### config.mk
export PLATFORM = sky130hd
export DESIGN_NAME = sample_packer_flat
export DESIGN_NICKNAME = d
export VERILOG_FILES = /design/src/rtl/sqd_acq_pkg.sv /design/src/rtl/sample_packer_if.sv /design/src/rtl/sample_fifo.sv /design/src/rtl/sample_packer.sv /design/src/flat_wrapper.sv
export SDC_FILE = /design/constraint.sdc
export NUM_CORES = 1
export LEC_CHECK = 0
export ABC_AREA = 1
export BUFFER_PORTS_ARGS = -buffer_cell sky130_fd_sc_hd__buf_2
export CORE_AREA = 4 4 341 343
export CTS_CLUSTER_SIZE = 28
export DETAILED_ROUTE_END_ITERATION = 6
export DIE_AREA = 0 0 345 347
export GPL_ROUTABILITY_DRIVEN = 0
export PLACE_DENSITY = 0.64
export SLEW_MARGIN = 20
export SYNTH_ARGS = -nofsm -noshare
export SYNTH_HDL_FRONTEND = slang
export SYNTH_HIERARCHICAL = 1
export SYNTH_SLANG_ARGS = --single-unit
### constraint.sdc
create_clock -name clk -period 7.5 [get_ports clk]
set_input_delay 0.75 -clock clk [delete_from_list [all_inputs] [get_ports clk]]
set_output_delay 0.75 -clock clk [all_outputs]
set_load 0.01 [all_outputs]
### src/rtl/sqd_acq_pkg.sv
// Shared acquisition-path definitions: sample/word/address widths, the
// FIFO entry layout and the sample extension helper.
package sqd_acq_pkg;

    localparam int ADC_WIDTH  = 14;
    localparam int WORD_WIDTH = 32;
    localparam int ADDR_WIDTH = 32;
    localparam int HALF_WIDTH = WORD_WIDTH / 2;

    typedef struct packed {
        logic [ADDR_WIDTH-1:0] addr;
        logic [WORD_WIDTH-1:0] data;
    } fifo_entry_t;

    // Widen one ADC sample to a half word, either sign- or zero-extended.
    function automatic logic [HALF_WIDTH-1:0] ext_sample(input logic [ADC_WIDTH-1:0] s,
                                                         input logic                 sign_en);
        logic w_fill;
        w_fill = sign_en & s[ADC_WIDTH-1];
        return {{(HALF_WIDTH-ADC_WIDTH){w_fill}}, s};
    endfunction

endpackage

### src/rtl/sample_packer_if.sv
// Sample-in / word-out bus of the sample packer. slave is the packer's view,
// master is the view of whoever drives samples and accepts words.
interface sample_packer_if;
    import sqd_acq_pkg::*;

    logic                  in_valid;
    logic [ADDR_WIDTH-1:0] in_addr;
    logic [ADC_WIDTH-1:0]  in_data_a;
    logic [ADC_WIDTH-1:0]  in_data_b;
    logic                  out_valid;
    logic                  out_ready;
    logic [ADDR_WIDTH-1:0] out_addr;
    logic [WORD_WIDTH-1:0] out_data;

    modport slave (
        input  in_valid, in_addr, in_data_a, in_data_b, out_ready,
        output out_valid, out_addr, out_data
    );

    modport master (
        output in_valid, in_addr, in_data_a, in_data_b, out_ready,
        input  out_valid, out_addr, out_data
    );

endinterface

### src/rtl/sample_fifo.sv
// Synchronous FIFO with combinational head read and occupancy output.
// DEPTH must be a power of two so the pointers wrap on their own.
module sample_fifo #(
    parameter int WIDTH = 64,
    parameter int DEPTH = 16
) (
    input  logic                     clk,
    input  logic                     rst,
    input  logic                     i_wr_en,
    input  logic [WIDTH-1:0]         i_wr_data,
    input  logic                     i_rd_en,
    output logic [WIDTH-1:0]         o_rd_data,
    output logic                     o_empty,
    output logic [$clog2(DEPTH):0]   o_level
);
    localparam int AW = $clog2(DEPTH);
    localparam int LW = AW + 1;

    logic [WIDTH-1:0] r_mem [DEPTH];
    logic [AW-1:0]    r_wr_ptr;
    logic [AW-1:0]    r_rd_ptr;
    logic [LW-1:0]    r_level;
    logic             w_full;
    logic             w_do_wr;
    logic             w_do_rd;

    assign o_empty   = (r_level == '0);
    assign w_full    = (r_level == LW'(DEPTH));
    assign w_do_rd   = i_rd_en && !o_empty;
    // A full FIFO still takes a write when the head leaves in the same cycle.
    assign w_do_wr   = i_wr_en && (!w_full || w_do_rd);
    assign o_rd_data = r_mem[r_rd_ptr];
    assign o_level   = r_level;

    // Storage array, written at the tail.
    always_ff @(posedge clk) begin
        if (w_do_wr) r_mem[r_wr_ptr] <= i_wr_data;
    end

    // Pointers and occupancy; reset empties the FIFO.
    always_ff @(posedge clk) begin
        if (rst) begin
            r_wr_ptr <= '0;
            r_rd_ptr <= '0;
            r_level  <= '0;
        end else begin
            if (w_do_wr) r_wr_ptr <= r_wr_ptr + AW'(1);
            if (w_do_rd) r_rd_ptr <= r_rd_ptr + AW'(1);
            case ({w_do_wr, w_do_rd})
                2'b10:   r_level <= r_level + LW'(1);
                2'b01:   r_level <= r_level - LW'(1);
                default: r_level <= r_level;
            endcase
        end
    end

endmodule

### src/rtl/sample_packer.sv
// Packs two 14-bit ADC samples into one 32-bit memory word {ext(B), ext(A)},
// buffers words in sample_fifo and presents them through one output register.
// Optional statistics counters are built when SAMPLE_PACKER_STATS_EN is defined.
module sample_packer
    import sqd_acq_pkg::*;
#(
    parameter int FIFO_DEPTH = 16,
    parameter int SIGN_EXT   = 1
) (
    input  logic                        clk,
    input  logic                        rst,
    sample_packer_if.slave              bus,
    input  logic                        clear_overflow,
    output logic [$clog2(FIFO_DEPTH):0] fifo_level,
    output logic                        overflow
`ifdef SAMPLE_PACKER_STATS_EN
    ,
    output logic [31:0]                 words_out,
    output logic [15:0]                 drops
`endif
);
    localparam int LW = $clog2(FIFO_DEPTH) + 1;

    fifo_entry_t           w_in_entry;
    fifo_entry_t           w_head;
    logic                  w_fifo_empty;
    logic [LW-1:0]         w_fifo_level;
    logic [LW-1:0]         w_total;
    logic                  w_xfer;
    logic                  w_accept;
    logic                  w_drop;
    logic                  w_load;

    logic                  r_out_valid;
    logic [ADDR_WIDTH-1:0] r_out_addr;
    logic [WORD_WIDTH-1:0] r_out_data;
    logic                  r_overflow;

    assign w_in_entry.addr = bus.in_addr;
    assign w_in_entry.data = {ext_sample(bus.in_data_b, SIGN_EXT != 0),
                              ext_sample(bus.in_data_a, SIGN_EXT != 0)};

    // The output register counts toward capacity, so FIFO + register never
    // hold more than FIFO_DEPTH words.
    assign w_total  = w_fifo_level + LW'(r_out_valid);
    assign w_xfer   = r_out_valid && bus.out_ready;
    assign w_accept = bus.in_valid && ((w_total < LW'(FIFO_DEPTH)) || w_xfer);
    assign w_drop   = bus.in_valid && !w_accept;
    // Refill the output register whenever it is empty or being emptied.
    assign w_load   = !w_fifo_empty && (!r_out_valid || w_xfer);

    sample_fifo #(
        .WIDTH ($bits(fifo_entry_t)),
        .DEPTH (FIFO_DEPTH)
    ) u_fifo (
        .clk       (clk),
        .rst       (rst),
        .i_wr_en   (w_accept),
        .i_wr_data (w_in_entry),
        .i_rd_en   (w_load),
        .o_rd_data (w_head),
        .o_empty   (w_fifo_empty),
        .o_level   (w_fifo_level)
    );

    // Output word register; holds steady until the memory takes it.
    always_ff @(posedge clk) begin
        if (rst) begin
            r_out_valid <= 1'b0;
            r_out_addr  <= '0;
            r_out_data  <= '0;
        end else if (w_load) begin
            r_out_valid <= 1'b1;
            r_out_addr  <= w_head.addr;
            r_out_data  <= w_head.data;
        end else if (w_xfer) begin
            r_out_valid <= 1'b0;
        end
    end

    // Sticky overflow flag; a drop in the same cycle beats a clear.
    always_ff @(posedge clk) begin
        if (rst)                 r_overflow <= 1'b0;
        else if (w_drop)         r_overflow <= 1'b1;
        else if (clear_overflow) r_overflow <= 1'b0;
    end

    assign bus.out_valid = r_out_valid;
    assign bus.out_addr  = r_out_addr;
    assign bus.out_data  = r_out_data;
    assign fifo_level    = w_total;
    assign overflow      = r_overflow;

`ifdef SAMPLE_PACKER_STATS_EN
    logic [31:0] r_words_out;
    logic [15:0] r_drops;

    // Transfer and drop counters; a clear restarts them from this cycle's events.
    always_ff @(posedge clk) begin
        if (rst) begin
            r_words_out <= '0;
            r_drops     <= '0;
        end else if (clear_overflow) begin
            r_words_out <= {31'd0, w_xfer};
            r_drops     <= {15'd0, w_drop};
        end else begin
            if (w_xfer)                       r_words_out <= r_words_out + 32'd1;
            if (w_drop && r_drops != 16'hFFFF) r_drops    <= r_drops + 16'd1;
        end
    end

    assign words_out = r_words_out;
    assign drops     = r_drops;
`endif

endmodule
### src/flat_wrapper.sv
// flat-port wrapper written by rule: the top's interface ports become plain ports
module sample_packer_flat import sqd_acq_pkg::*;
#(
    parameter int FIFO_DEPTH = 16,
    parameter int SIGN_EXT   = 1
)
  (clk, rst, clear_overflow, fifo_level, overflow, bus_in_valid, bus_in_addr, bus_in_data_a, bus_in_data_b, bus_out_ready, bus_out_valid, bus_out_addr, bus_out_data);
  sample_packer_if bus_i ();
  input  logic clk;
  input  logic rst;
  input  logic clear_overflow;
  output logic [$clog2(FIFO_DEPTH):0] fifo_level;
  output logic overflow;
  input wire logic [$bits(bus_i.in_valid)-1:0] bus_in_valid;
  input wire logic [$bits(bus_i.in_addr)-1:0] bus_in_addr;
  input wire logic [$bits(bus_i.in_data_a)-1:0] bus_in_data_a;
  input wire logic [$bits(bus_i.in_data_b)-1:0] bus_in_data_b;
  input wire logic [$bits(bus_i.out_ready)-1:0] bus_out_ready;
  output wire logic [$bits(bus_i.out_valid)-1:0] bus_out_valid;
  output wire logic [$bits(bus_i.out_addr)-1:0] bus_out_addr;
  output wire logic [$bits(bus_i.out_data)-1:0] bus_out_data;
  assign bus_i.in_valid = bus_in_valid;
  assign bus_i.in_addr = bus_in_addr;
  assign bus_i.in_data_a = bus_in_data_a;
  assign bus_i.in_data_b = bus_in_data_b;
  assign bus_i.out_ready = bus_out_ready;
  assign bus_out_valid = bus_i.out_valid;
  assign bus_out_addr = bus_i.out_addr;
  assign bus_out_data = bus_i.out_data;
  sample_packer #(.FIFO_DEPTH(FIFO_DEPTH), .SIGN_EXT(SIGN_EXT)) u_core (.clk(clk), .rst(rst), .bus(bus_i), .clear_overflow(clear_overflow), .fifo_level(fifo_level), .overflow(overflow));
endmodule
==> results by group <==
Status
  – Status: finished, final reports clean

Clocking
  – CTS Sinks: 1107
  – CTS root buf: clkbuf_16
  – Post-CTS sizing: 0
  – CTS Buf Count: 110
  – CTS tree: built
  – # hold bufs at CTS: 0
  – Clk pin slew, worst setup/hold paths: ~0.060 ns
  – Htree depth: 3
  – Post-CTS setup buffers: 0
  – Deepest clock path buffer count: 3
  – Skew-Pair Late Insertion Delay: 0.68 ns

Critical path
  – CP most frequent cell: nand2_1
  – Critical path peak fanout: 57
  – Critical Path RT: 7.78 ns
  – RR Endpoint: u_core/u_fifo/r_mem[15][60]
  – Crit path launch type: flip-flop
  – CP peak stage delay: 0.81 ns
  – Slowest CP cell: buf_4
  – Crit Reg-Reg Startpoint: u_core/bus.out_valid
  – Crit path cell chain: ha_1, ha_1, nand3_1, nand2_1, nand2_1, nand2_1, nand2_1, inv_1, nand2_1, nor3_2, buf_4
  – Buf+Inv Stages, Crit Path: 2
  – Crit path DAT: around 4.4 ns
  – Crit Path Class: reg -> reg
  – CP endpoint kind: flip-flop
  – Critical path's top delay family: simple AND/OR/NAND/NOR gates
  – FF-to-FF path depth: 11
  – FF-to-FF setup slack: 3.41 ns

Synth
  – Mapped cell area: approximately 0.045 mm2
  – Post-synthesis adder-cell area fraction: less than 1%
  – Seq/Total Area, Yosys: 71.9%
  – Synth Register Bits: 1107
  – Asr flop ratio synth: 0%
  – Post-Synthesis Cells: between 3000 and 4000
  – Yosys top cell area share: 68.3%
  – Largest family of logic cells by synthesized area: compound AO/OA/AOI/OAI gates
  – EDFF count, synth: 1024
  – Ys flop type: edfxtp_1
  – Most numerous cell in the Yosys netlist: edfxtp_1
  – Compound-Gate Fraction of Synth Area: 10.9%
  – Cell taking the most area after synthesis: edfxtp_1
  – Simple-Gate Fraction of Synth Area: 8.80%
  – Mux cell area share after synthesis: 0%
  – Warnings from Yosys: 6
  – Netlist cell types: 30
  – Synth Area in XOR/XNOR: 0.117%
  – Synth cell count leaders: 1024 x edfxtp_1, 535 x inv_1, 476 x nand2_1
  – Mapped Avg Cell Area: 12.3 um2
  – Top post-synthesis cells by area: edfxtp_1 68%, nand3_1 4.5%, inv_1 4.5%
  – Mapped Nets: roughly 3700

STA
  – Final setup fails: 0
  – Relative slew margins: 24.8%
  – Min Tclk post-route: 4.09 ns
  – Final hold violations: 0
  – RSZ-0062 raised after global routing: false
  – Fmax: ~240 MHz
  – Worst-margin pin slew: ~1.1 ns
  – Clock Skew: 0.0206 ns
  – Period utilization: 54.5%
  – Fin Setup TNS: 0 ns
  – Max Transition Viols Final: 0

Finish
  – Design area: 0.0501 mm2
  – Fin nets: 3794
  – Fillcell total: 10200
  – Fraction of layout cells with a size suffix above 1: around a tenth
  – Fin cells: 5325
  – P&R area growth vs syn: 11.2%

Power and ir drop
  – Switching share of power: 33.6%
  – Clk pwr share: 30.0%
  – P_int: between 10 and 15 mW
  – Peak supply drop: 0.000367 V
  – Power density cells: 351 mW/mm2
  – Sw power: 5.91 mW
  – Sequential power share: 42.0%
  – Static Leak: around 18 nW
  – Comb pwr share: around 28%

Worst hold path
  – Min-delay src: clear_overflow
  – Hold/Removal Path Class: in -> reg
  – Hold path endpoint: u_core/overflow
  – Min-Delay Path Depth: 4

Drt
  – WL/cell: 19.7 um
  – Detailed Routing Iterations Pass 1: 5
  – Post-Route WL: 105000 um
  – Vias per Instance: just over 5
  – DRC Markers: 0
  – Detailed-route via count: 27400
  – Antenna Nets Post-Route: 0
  – DRT iter0 DRCs: between 2000 and 2500

Placement
  – Placed standard-cell area: 0.0466 mm2
  – Post-DP HPWL: 54600 um
  – Buffers on Ports: 135
  – Dpl cells: 5116

Die
  – Die area: ~0.12 mm2
  – Initial core utilization: around 40%
  – IO Pins: approximately 140
  – Core ar.: 0.114 mm2
  – Core Rows: around 120
  – Horiz. Die Dim: 345 um
  – Die Y: 347 um

Run
  – Max Cap Viol: 0

Global routing
  – GR peak layer: met2
  – Grt met1 use: 22.8%
  – Vias in the first global route: 26300
  – Met2 Track Usage GR: 28.4%
  – Initial antenna violation count: 7
  – First-pass GRT wire length: 158000 um
  – Gr ovfl total: 0
  – GR Layer Usage met3: 2.69%
  – Largest net degree at the start of global routing: 263
  – Tot GR Track Use: 16.9%
## state kept, by name, indices dropped and copies added, names as in the netlist, named ones only
signal                  flops
u_core/bus.out_addr        32
u_core/u_fifo/r_rd_ptr      4
u_core/bus.out_data        32
u_core/u_fifo/o_level       5
u_core/bus.out_valid        1
u_core/u_fifo/r_wr_ptr      4
u_core/overflow             1
u_core/u_fifo/r_mem      1024
## power groups by stage
| stage | sequential [mW] | clock [mW] | combinational [mW] |
|---|---|---|---|
| 4_1_cts | 7.39 | 5.41 | 4.94 |
| 2_1_floorplan | 7.51 | 0 | 3.82 |
| 3_3_place_gp | 7.51 | 0 | 4.86 |
| 5_1_grt | 7.44 | 5.66 | 5.54 |
| 6_report | 7.39 | 5.29 | 4.92 |
| 3_5_place_dp | 7.52 | 0 | 4.91 |
## cells by family (layout without fill, tap and decap cells)
group,after synthesis,count (layout)
AO/OA/AOI/OAI,850,850
other,0,1
flip-flops,1107,1107
AND/OR/NAND/NOR,911,911
XOR/XNOR,6,6
adder cells (fa/ha/maj),11,11
buffers and inverters,773,927
## metal layers
layer / part of all wire [%] / wire, um
met2: 49 / 51100
met3: 5.6 / 5910
met1: 43 / 45000
met4: 2.6 / 2680
met5: 0.012 / 13
## final cells by class
cell class	instances	area (um2)	area share, %
multi-input combinational	1778	9150	18.3
timing repair buffer	183	1140	2.28
inverter	538	2030	4.05
antenna	1	2.50	0.00499
sequential	1107	32400	64.7
clock buffer	143	2940	5.86
tap	1512	1890	3.77
clock inverter	63	531	1.06
## worst reg2reg max path: stages, from the launching register on
cell     delay (ns)
dfxtp_1        0.45
ha_1           0.21
ha_1           0.20
nand3_1        0.09
nand2_1        0.08
nand2_1        0.08
nand2_1        0.07
nand2_1        0.06
inv_1          0.20
nand2_1        0.60
nor3_2         0.67
buf_4          0.82
## how the worst max path moves through the flow
stage	start	to	depth (start not counted)
final	u_core/bus.out_valid	u_core/u_fifo/r_mem[15][60]	11
after global routing	u_core/bus.out_valid	u_core/u_fifo/r_mem[15][60]	11
after CTS	u_core/bus.out_valid	u_core/u_fifo/r_mem[15][60]	11
after detailed placement	bus_out_ready	u_core/u_fifo/r_mem[15][57]	7
after global placement	u_core/bus.out_valid	u_core/u_fifo/r_mem[15][57]	11
after floorplan	u_core/bus.out_valid	u_core/u_fifo/r_mem[3][0]	11
## layout by cell type (no fill, tap or decap), drive strengths merged
cell      instances
a21boi            1
a21oi           334
buf             183
bufinv            8
clkbuf          143
clkinv           51
clkinvlp          3
dfxtp            83
diode             1
edfxtp         1024
fa                1
ha               10
inv             539
nand2           477
nand3           404
nand3b            1
nand4             1
nor2             11
nor3             16
o211ai          256
o21ai           259
or2               1
xnor2             2
xor2              4
## metrics by stage
step           hold WS [ns]  power [mW]  setup WS [ns]  utilization [%]
3_5_place_dp          0.450        12.4           3.46             41.0
4_1_cts               0.274        17.7           3.45             44.1
3_3_place_gp          0.446        12.4           3.42             41.0
2_1_floorplan         0.447        11.3           1.00                -
5_1_grt               0.309        18.6           3.20             44.1
6_report              0.320        17.6           3.41             44.1
(Power assumes the default switching activity.)
